--- config.mk ---
export PLATFORM = sky130hd
export DESIGN_NAME = pet_timing
export DESIGN_NICKNAME = d
export VERILOG_FILES = /design/src/rtl/common_pkg.sv /design/src/rtl/pet_timing.sv
export SDC_FILE = /design/constraint.sdc
export NUM_CORES = 1
export LEC_CHECK = 0
export BUFFER_PORTS_ARGS = -buffer_cell sky130_fd_sc_hd__buf_2
export CAP_MARGIN = 20
export CORE_UTILIZATION = 25
export CTS_BUF_LIST = sky130_fd_sc_hd__clkbuf_8
export CTS_CLUSTER_DIAMETER = 40
export DETAILED_ROUTE_END_ITERATION = 12
export GPL_ROUTABILITY_DRIVEN = 0
export PLACE_DENSITY = 0.41
export SLEW_MARGIN = 25
export SYNTH_ARGS = -nofsm -noshare
export SYNTH_HDL_FRONTEND = slang
export SYNTH_SLANG_ARGS = --single-unit
export TNS_END_PERCENT = 30
--- constraint.sdc ---
create_clock -name sys_clock_i -period 1.51 [get_ports sys_clock_i]
set_input_delay 0.151 -clock sys_clock_i [delete_from_list [all_inputs] [get_ports sys_clock_i]]
set_output_delay 0.151 -clock sys_clock_i [all_outputs]
set_load 0.02 [all_outputs]
--- src/rtl/common_pkg.sv ---
// Shared timing constants, output bundle type and phase decoder for pet_timing.
// Build option: define MCU_SLOT_EN to give the MCU/SPI the bus for phases 0..15.
package common_pkg;

    localparam int unsigned SYS_CLOCK_MHZ = 64;
    localparam int unsigned CPU_CLOCK_MHZ = 1;
    localparam int unsigned PHASE_W       = 6;

    typedef logic [PHASE_W-1:0] phase_t;

    localparam phase_t PH_GRANT_MCU = 6'd1;   // MCU grant strobe
    localparam phase_t PH_MCU_END   = 6'd16;  // CPU regains the bus
    localparam phase_t PH_SR1       = 6'd31;  // shift register 1 load
    localparam phase_t PH_CPU_RISE  = 6'd32;  // PHI2 rises
    localparam phase_t PH_WR_FIRST  = 6'd56;  // write strobe window start
    localparam phase_t PH_WR_LAST   = 6'd62;  // write strobe window end
    localparam phase_t PH_SR2       = 6'd63;  // shift register 2 load

    localparam logic [0:0] GRANT_CPU = 1'b0;
    localparam logic [0:0] GRANT_MCU = 1'b1;

    typedef struct packed {
        logic       cpu_be;
        logic       cpu_clock;
        logic       cpu_wr_strobe;
        logic       load_sr1;
        logic       load_sr2;
        logic       clk8_en;
        logic       clk16_en;
        logic [0:0] grant;
        logic       grant_valid;
    } timing_t;

    // Decode every timing output from a phase value; phase 0 decodes to all zeros.
    function automatic timing_t decode_phase(phase_t p);
        timing_t t;
        t               = '0;
        t.clk16_en      = &p[1:0];
        t.clk8_en       = &p[2:0];
        t.cpu_clock     = (p >= PH_CPU_RISE);
        t.cpu_wr_strobe = (p >= PH_WR_FIRST) && (p <= PH_WR_LAST);
        t.load_sr1      = (p == PH_SR1);
        t.load_sr2      = (p == PH_SR2);
`ifdef MCU_SLOT_EN
        t.cpu_be        = (p >= PH_MCU_END);
        t.grant         = ((p >= PH_GRANT_MCU) && (p < PH_MCU_END)) ? GRANT_MCU : GRANT_CPU;
        t.grant_valid   = (p == PH_GRANT_MCU) || (p == PH_MCU_END);
`else
        t.cpu_be        = (p != '0);
        t.grant         = GRANT_CPU;
        t.grant_valid   = (p == PH_MCU_END);
`endif
        return t;
    endfunction

endpackage

--- src/rtl/pet_timing.sv ---
// Free-running 1 us bus/video timing generator driven by a 64 MHz system clock.
// Build option: MCU_SLOT_EN enables the MCU bus slot (phases 0..15).
module pet_timing
    import common_pkg::*;
(
    input  logic       sys_clock_i,
    input  logic       reset_i,
    output logic       cpu_be_o,
    output logic       cpu_clock_o,
    output logic       cpu_wr_strobe_o,
    output logic       load_sr1_o,
    output logic       load_sr2_o,
    output logic       clk8_en_o,
    output logic       clk16_en_o,
    output logic [0:0] grant_o,
    output logic       grant_valid_o
);

    phase_t  p_q, p_d;
    timing_t out_q, out_d;

    // Next phase and its decode, so the output flops line up with the phase register.
    always_comb begin
        p_d   = p_q + phase_t'(1);
        out_d = decode_phase(p_d);
    end

    // Phase counter and registered outputs; reset parks everything at phase 0.
    always_ff @(posedge sys_clock_i) begin
        if (reset_i) begin
            p_q   <= '0;
            out_q <= '0;
        end else begin
            p_q   <= p_d;
            out_q <= out_d;
        end
    end

    assign cpu_be_o        = out_q.cpu_be;
    assign cpu_clock_o     = out_q.cpu_clock;
    assign cpu_wr_strobe_o = out_q.cpu_wr_strobe;
    assign load_sr1_o      = out_q.load_sr1;
    assign load_sr2_o      = out_q.load_sr2;
    assign clk8_en_o       = out_q.clk8_en;
    assign clk16_en_o      = out_q.clk16_en;
    assign grant_o         = out_q.grant;
    assign grant_valid_o   = out_q.grant_valid;

endmodule

==> flow_summary.yaml, run 1 <==
setup_path:
  r2r_cells: 4
  cp_max_fo: 4
  rrSetupSlack_ns: 0.16
  worstSetupPathType: "register to register"
  end_kind: "register"
  cp-start-kind: "register"
  rr_endpoint: "cpu_wr_strobe_o$_SDFF_PP0_"
  regToRegStartpoint: "p_q[0]$_SDFF_PP0_"
  cp.arrival_ns: 1.50
  critPathRequiredTime_ns: 1.65
placement:
  dp_hpwl_um: 685
  place_inst: 91
  port_buffers: 9
  dpl-instance-area_um2: 623
yosys:
  syn_area_um2: 546
  yosys-top-cells-count: "dfxtp_1 (13), nor2_1 (5), inv_1 (3), nor2b_1 (3)"
  synth-edff-count: 0
  async_flop_share: 0
  yosys.area.top_type_share: 0.477
  synth-seq-area-share: 0.477
  ys_types: 27
  avgSynthCellArea_um2: 9.74
  yosysWarnings: 0
  synthCells: 56
  synth_nets: 60
  synth_flop_cell: "dfxtp_1"
  synth.most_common_cell: "dfxtp_1"
  synthTopCellsByArea: "dfxtp_1 (48%), ha_1 (4.6%), mux2i_1 (3.7%)"
  synth.largest_area_cell: "dfxtp_1"
  ys_ff_latch: 13
route:
  viasPerCell: 4.26
  vias: 405
  highest_layer: "met4"
  drt-initial-drc-count: 1
  wl_met2_um: 437
  ant_nets: 0
  post-route-drc-count: 0
  wl_met3_um: 36
  wirelength_um: 931
  dr.pass1.iters: 3
  wl_per_cell_um: 9.80
  wl_met1_um: 445
final_layout:
  drive_gt1_frac: 0.250
  diodes: 0
  area_growth_pct: 22.7
  utilization: 0.334
  finalNetCount: 73
  final-instance-count-excl-fill: 95
  finalInstanceArea_um2: 669
global_route:
  grt_pass1_wl_um: 1650
  grt_pass1_vias: 371
  antenna_found_initial: 0
  grt_max_degree: 11
  grt_usage: 0.0931
  gr-total-overflow: 0
sta:
  hold_viol: 0
  timing.final.crit_period_ns: 1.35
  fin_crit_sh: 0.897
  setup_viol: 0
  fmax_ghz: 0.738
  worst_clock_skew_ns: 0.00345
  rsz0062_at_grt: "no"
  final.setup.tns_ns: 0
  hold_ws_ns: 0.214
  finalMaxSlewViolations: 0
clocking:
  worstSkewPairLatency_ns: 0.24
  ctsHtreeMaxLevel: 1
  clock_sinks: 13
  hold_buffers: 0
  clockBufferDepth: 2
  numCtsBuffers: 3
  cts_setup_buffers: 0
  clkSlewWorstSetupHoldPaths_ns: 0.06
  postCtsResizedCells: 0
  cts_tree: "yes"
  root_buffer: "clkbuf_8"
floorplanning:
  start_util: 0.272
  dieArea_um2: 2370
  die-height_um: 48.7
  die_w_um: 48.7
  num_io_pins: 11
  coreArea_um2: 2000
  rows: 16
pwr:
  power_density_nw_per_um2: 1070
  pwr-share-clk: 0.424
  p_switching_uw: 159
  combPwrFrac: 0.073
  switching_share: 0.223
  peakVddDrop_mv: 0.267
  power_frac_seq: 0.503
  p_leak_uw: 0.000307
  power.internal_uw: 556
flow_run:
  drv_cap: 0
status:
  status: "complete, no violations"
worst_hold_path:
  min_path_type: "input pin to register"
  hold_depth: 2
  holdCritStartpoint: "reset_i"
  worstHoldEndpoint: "p_q[1]$_SDFF_PP0_"
==> placed cells by master, fill, tap and decap left out <==
cell type  synthesis  final
dfxtp_1           13     13
buf_2              0      9
nor2_1             5      5
inv_1              3      3
nor2b_1            3      3
clkbuf_8           0      3
nand3_1            2      2
xor2_1             2      2
nand2_1            2      2
or3_1              2      2
a21oi_1            2      2
mux2i_1            2      2
a21o_1             2      2
a211oi_1           2      2
ha_1               2      2
buf_4              1      2
nand3_2            1      1
xnor2_1            1      1
o21ai_0            1      1
and2_1             1      1
and4b_1            1      1
a32oi_1            1      1
nor3_1             1      1
a2111oi_2          1      1
nand2b_1           1      1
nor4b_1            1      1
conb_1             1      1
clkinv_2           0      1
==> power groups by stage <==
stage                     clock network (uW)  registers (uW)  logic [uW]
after CTS                                313             360        52.9
after detailed placement                   0             367        52.6
final                                    303             360        51.9
after global placement                     0             367        53.1
after global routing                     339             361        57.8
after floorplan                            0             375        28.5
==> metal layers <==
layer | GRT usage | vias up
met5 | 0 | -
met4 | 0.0588 | 0
met3 | 0.0283 | 2
met2 | 0.155 | 9
met1 | 0.102 | 178
li1 | - | 216
==> critical path: stages (launching register included) <==
cell       delay, ns
dfxtp_1         0.31
ha_1            0.24
a21o_1          0.17
a21o_1          0.21
a2111oi_2       0.34
==> per-stage QoR <==
| stage | power [uW] | setup slack (ns) |
|---|---|---|
| after CTS | 726 | 0.135 |
| after global routing | 759 | 0.0276 |
| after detailed placement | 420 | 0.155 |
| after floorplan | 404 | 0.138 |
| after global placement | 420 | 0.169 |
| final | 715 | 0.156 |
==> worst max path at each step <==
stage                                 start                          to  slack (ns)  depth (start not counted)
after floorplan           p_q[0]$_SDFF_PP0_  cpu_wr_strobe_o$_SDFF_PP0_        0.14                          4
after global placement    p_q[0]$_SDFF_PP0_       load_sr1_o$_SDFF_PP0_        0.17                          4
after detailed placement  p_q[0]$_SDFF_PP0_       load_sr2_o$_SDFF_PP0_        0.16                          4
after CTS                 p_q[0]$_SDFF_PP0_  cpu_wr_strobe_o$_SDFF_PP0_        0.13                          4
after global routing      p_q[0]$_SDFF_PP0_  cpu_wr_strobe_o$_SDFF_PP0_        0.03                          4
final                     p_q[0]$_SDFF_PP0_  cpu_wr_strobe_o$_SDFF_PP0_        0.16                          4
==> logic make-up after synthesis <==
family,after synthesis,share of synthesized area
other,1,0.00687
AO/OA/AOI/OAI,9,0.126
buffers and inverters,6,0.0504
XOR/XNOR,3,0.0482
adder cells (fa/ha/maj),2,0.0459
AND/OR/NAND/NOR,20,0.209
multiplexers,2,0.0367
flip-flops,13,0.477
==> registers in the layout, indices dropped and copies added, names as in the netlist <==
| name | count |
|---|---|
| load_sr1_o | 1 |
| clk8_en_o | 1 |
| cpu_be_o | 1 |
| p_q | 6 |
| cpu_wr_strobe_o | 1 |
| load_sr2_o | 1 |
| clk16_en_o | 1 |
| grant_valid_o | 1 |
==> final cells by class <==
class                   instances  area [um2]
fillers                       222        1330
clock inverters                 1        5.00
well taps                      27        33.8
repair buffers                 11        60.1
flip-flops and latches         13         260
clock buffers                   3        41.3
multi-input cells              37         258
inverters                       3        11.3
(Power assumes the default switching activity.)
==> run 2: changes to the inputs <==
--- a/config.mk
+++ b/config.mk
@@ -13,6 +13,7 @@
 export DETAILED_ROUTE_END_ITERATION = 12
 export GPL_ROUTABILITY_DRIVEN = 0
 export PLACE_DENSITY = 0.41
+export SETUP_SLACK_MARGIN = 0.4
 export SLEW_MARGIN = 25
 export SYNTH_ARGS = -nofsm -noshare
 export SYNTH_HDL_FRONTEND = slang
==> flow_summary.yaml, run 2 (synthesis results as in run 1) <==
status:
  status: "complete, no violations"
route:
  ant_nets: 0
  dr.pass1.iters: 3
  vias: 408
  wirelength_um: 938
  wl_per_cell_um: 9.77
  drt-initial-drc-count: 7
  viasPerCell: 4.25
  post-route-drc-count: 0
sta:
  finalMaxSlewViolations: 0
  final.setup.tns_ns: 0
  setup_viol: 0
  worst_slack_ns: 0.244
  hold_viol: 0
  fin_crit_sh: 0.838
  worst_clock_skew_ns: 0.00117
  fmax_ghz: 0.790
  timing.final.crit_period_ns: 1.27
  rsz0062_at_grt: "yes"
setup_path:
  cp-start-kind: "register"
  critPathRequiredTime_ns: 1.65
  setup.worst_path.end: "cpu_wr_strobe_o$_SDFF_PP0_"
  r2r_cells: 4
  end_kind: "register"
  regToRegStartpoint: "p_q[1]$_SDFF_PP0_"
  rrSetupSlack_ns: 0.24
  cp_max_fo: 4
  rr_endpoint: "cpu_wr_strobe_o$_SDFF_PP0_"
  crit_start: "p_q[1]$_SDFF_PP0_"
  cp.arrival_ns: 1.40
  worstSetupPathType: "register to register"
floorplanning:
  start_util: 0.272
  die-height_um: 48.7
  num_io_pins: 11
  die_w_um: 48.7
  dieArea_um2: 2370
  coreArea_um2: 2000
  rows: 16
placement:
  dp_hpwl_um: 665
  port_buffers: 9
  pre_cts_ws_ns: 0.221
  place_inst: 89
global_route:
  gr-total-overflow: 0
  antenna_found_initial: 0
  grt_max_degree: 11
  grt_usage: 0.0916
  grt_pass1_vias: 376
  grt_pass1_wl_um: 1620
final_layout:
  area_growth_pct: 30.3
  final-instance-count-excl-fill: 96
  utilization: 0.355
  regMostFlops: "p_q"
  drive_gt1_frac: 0.362
  largest_reg_flops: 6
  diodes: 0
  finalNetCount: 74
  mostFrequentLayoutCells: "dfxtp_1 (9), buf_2 (9), nor2_1 (5)"
pwr:
  pwr-share-clk: 0.413
  power_frac_seq: 0.514
  peakVddDrop_mv: 0.356
  power.internal_uw: 558
  switching_share: 0.220
  p_leak_uw: 0.000318
  p_switching_uw: 157
  power_density_nw_per_um2: 1010
  combPwrFrac: 0.074
  power_uw: 715
clocking:
  ctsHtreeMaxLevel: 1
  clockBufferDepth: 2
  numCtsBuffers: 3
  worstSkewPairLatency_ns: 0.24
  clock_sinks: 13
  root_buffer: "clkbuf_8"
  cts_tree: "yes"
  clkSlewWorstSetupHoldPaths_ns: 0.05
flow_run:
  drv_cap: 0
worst_hold_path:
  min_path_type: "input pin to register"
## run 2: power by group through the flow
| stage | Sequential (uW) | Clock [uW] | Combinational, uW |
|---|---|---|---|
| 6_report | 367 | 295 | 52.6 |
| 5_1_grt | 368 | 318 | 59.1 |
| 4_1_cts | 367 | 307 | 52.9 |
| 3_5_place_dp | 377 | 0 | 40.4 |
| 3_3_place_gp | 376 | 0 | 41.9 |
| 2_1_floorplan | 378 | 0 | 30.3 |
## run 2: how the worst min path moves through the flow
stage	start	to	slack [ns]	cells past startpoint
after global placement	reset_i	p_q[1]$_SDFF_PP0_	0.46	2
after CTS	reset_i	p_q[0]$_SDFF_PP0_	0.20	2
after floorplan	reset_i	p_q[1]$_SDFF_PP0_	0.46	2
after global routing	reset_i	p_q[0]$_SDFF_PP0_	0.21	2
after detailed placement	reset_i	p_q[0]$_SDFF_PP0_	0.46	2
final	reset_i	p_q[0]$_SDFF_PP0_	0.20	2
## run 2: final cells by class
cell class / instances / area, um2
Clock inverter: 1 / 3.75
Multi-Input combinational cell: 37 / 283
Clock buffer: 3 / 41.3
Inverter: 3 / 11.3
Timing Repair Buffer: 12 / 67.6
Tap cell: 27 / 33.8
Sequential cell: 13 / 270
Fill cell: 210 / 1290
## run 2: per-layer routing
| layer | vias to the layer above | routed length (um) | GRT usage | share of wire |
|---|---|---|---|---|
| met2 | 12 | 423 | 0.132 | 0.45 |
| met3 | 4 | 31 | 0.0189 | 0.033 |
| met5 | - | 0 | 0 | 0 |
| met4 | 0 | 36 | 0.0882 | 0.038 |
| met1 | 175 | 446 | 0.111 | 0.48 |
| li1 | 217 | - | - | - |
## run 2: what timing repair did
| item | 4_1_cts | 5_1_grt |
|---|---|---|
| endpoints found under the setup margin | 5 | 8 |
| hold buffers | 0 | 0 |
| resized for setup | 2 | 0 |
| cloned | 0 | 0 |
| buffers inserted | 3 | 0 |
## run 2: through the flow
stage	area (um2)	hold WS, ns
detailed placement	641	0.456
global route	711	0.214
CTS	711	0.203
global placement	641	0.458
floorplan	578	0.456
finish	711	0.199
## run 2: critical path: stages, from the launching register on
cell	delay [ns]
dfxtp_4	0.37
ha_4	0.15
and2_4	0.16
a32oi_2	0.13
a2111oi_2	0.36
==> run 3: changes to the inputs <==
--- a/config.mk
+++ b/config.mk
@@ -5,6 +5,7 @@
 export SDC_FILE = /design/constraint.sdc
 export NUM_CORES = 1
 export LEC_CHECK = 0
+export ABC_AREA = 1
 export BUFFER_PORTS_ARGS = -buffer_cell sky130_fd_sc_hd__buf_2
 export CAP_MARGIN = 20
 export CORE_UTILIZATION = 25
==> constraint.sdc (replaced) <==
create_clock -name sys_clock_i -period 1.22 [get_ports sys_clock_i]
set_input_delay 0.122 -clock sys_clock_i [delete_from_list [all_inputs] [get_ports sys_clock_i]]
set_output_delay 0.122 -clock sys_clock_i [all_outputs]
set_load 0.02 [all_outputs]
==> flow_summary.yaml, run 3 <==
sta:
  hold_viol: 0
  fin_crit_sh: 0.909
  rsz0062_at_grt: "yes"
  finalMaxSlewViolations: 0
  final.setup.tns_ns: 0
  worst_clock_skew_ns: 0.00386
  hold_ws_ns: 0.159
  setup_viol: 0
  timing.final.crit_period_ns: 1.11
  fmax_ghz: 0.902
clocking:
  clock_sinks: 13
  clockBufferDepth: 2
  clkSlewWorstSetupHoldPaths_ns: 0.05
  hold_buffers: 0
  numCtsBuffers: 3
  worstSkewPairLatency_ns: 0.24
  cts_tree: "yes"
  root_buffer: "clkbuf_8"
  ctsHtreeMaxLevel: 1
setup_path:
  worstSetupPathType: "register to register"
  critPathRequiredTime_ns: 1.40
  crit_chain: "ha_4 -> nand3_2 -> xnor2_2 -> nand2_1 -> nor2_1"
  cp_max_fo: 5
  end_kind: "register"
  critPathSlowestCell: "dfxtp_4"
  cp.arrival_ns: 1.29
  max_stage_delay_ns: 0.38
  cp-start-kind: "register"
yosys:
  async_flop_share: 0
  synthCells: 63
  synth-seq-area-share: 0.505
  yosys.area.top_type_share: 0.505
  synthTopCellsByArea: "dfxtp_1 (50%), nand2_1 (9.5%), nor2_1 (8.7%)"
  avgSynthCellArea_um2: 8.18
  ys_ff_latch: 13
  synth-edff-count: 0
  syn_area_um2: 515
  synth_nets: 67
  yosysWarnings: 0
  yosys-top-cells-count: "dfxtp_1 (13), nand2_1 (13), nor2_1 (12)"
  ys_types: 15
  synth_flop_cell: "dfxtp_1"
  synth.largest_area_cell: "dfxtp_1"
floorplanning:
  num_io_pins: 11
  coreArea_um2: 1940
  die-height_um: 47.4
  dieArea_um2: 2250
  rows: 16
  die_w_um: 47.4
  start_util: 0.265
route:
  drt-initial-drc-count: 3
  dr.pass1.iters: 3
  wl_per_cell_um: 8.33
  ant_nets: 0
  wirelength_um: 850
  post-route-drc-count: 0
  vias: 391
  viasPerCell: 3.83
final_layout:
  layout_commonest_cell: "nor2_1"
  drive_gt1_frac: 0.413
  diodes: 0
  largest_reg_flops: 6
  mostFrequentLayoutCells: "nor2_1 (12), nand2_1 (10), dfxtp_1 (9), buf_2 (9), inv_1 (7)"
  finalNetCount: 80
  regMostFlops: "p_q"
  area_growth_pct: 32.0
pwr:
  p_switching_uw: 207
  pwr-share-clk: 0.421
  peakVddDrop_mv: 0.726
  switching_share: 0.233
  power_frac_seq: 0.511
  p_leak_uw: 0.000326
  power_uw: 888
  combPwrFrac: 0.068
  power.internal_uw: 682
  power_density_nw_per_um2: 1310
placement:
  dp_hpwl_um: 653
  port_buffers: 9
global_route:
  grt_max_degree: 9
  grt_usage: 0.100
  gr-total-overflow: 0
  grt_pass1_wl_um: 1370
  grt_pass1_vias: 327
  antenna_found_initial: 0
worst_hold_path:
  min_path_type: "input pin to register"
status:
  status: "complete, no violations"
flow_run:
  drv_cap: 0
## run 3: what timing repair did
item,4_1_cts,5_1_grt
pin swaps,2,1
buffers inserted,1,0
setup endpoints to repair,14,20
gates resized for setup,1,8
cloned,0,0
## run 3: worst max-delay path: cells and delay by family (launching register included)
| family | cells | cell delay (ns) |
|---|---|---|
| XOR/XNOR | 1 | 0.20 |
| adder cells (fa/ha/maj) | 1 | 0.16 |
| flip-flops | 1 | 0.38 |
| AND/OR/NAND/NOR | 3 | 0.31 |
## run 3: kinds of logic (layout without fill, tap and decap cells)
kind of cell | after synthesis | after routing | share of synthesized area
compound gates | 2 | 2 | 0.0315
xor+xnor | 1 | 1 | 0.0316
fa+ha+maj | 2 | 2 | 0.0485
buf+inv | 11 | 23 | 0.0874
flops | 13 | 13 | 0.505
other cells | 1 | 1 | 0.00727
simple gates | 33 | 33 | 0.289
## run 3: area by class of cell
type / instances / area (um2)
timing repair buffer: 10 / 52.6
sequential: 13 / 270
clock inverter: 1 / 3.75
tap: 27 / 33.8
fill: 220 / 1260
inverter: 9 / 33.8
clock buffer: 3 / 41.3
multi-input combinational: 39 / 245
## run 3: worst paths after layout
check	startpoint	to	slack, ns	cells after the start
max	p_q[1]$_SDFF_PP0_	grant_valid_o$_SDFF_PP0_	0.11	5
min	reset_i	p_q[0]$_SDFF_PP0_	0.16	2
max reg2reg	p_q[1]$_SDFF_PP0_	grant_valid_o$_SDFF_PP0_	0.11	5
min reg2reg	p_q[0]$_SDFF_PP0_	p_q[0]$_SDFF_PP0_	0.46	1
## run 3: metal layers
layer	global-route usage	wire [um]	vias to the layer above
met5	0	0	-
met4	0.103	40	0
met3	0.0453	45	5
met2	0.123	347	9
met1	0.122	418	165
li1	-	-	212
## run 3: power by group through the flow
stage               registers, uW  logic, uW  clock network (uW)
finish                        454       60.7                 374
global route                  456       67.5                 411
floorplan                     465       40.3                   0
detailed placement            462       54.0                   0
CTS                           453       55.0                 387
global placement              463       55.6                   0
## run 3: per-stage QoR
stage	instance area [um2]	setup WS (ns)	util	instances
after floorplan	541	0.208	-	63
after global placement	608	0.0530	0.313	97
after detailed placement	608	0.0747	0.313	97
after CTS	666	0.0853	0.343	102
after global routing	681	0.0167	0.351	102
final	681	0.111	0.351	102
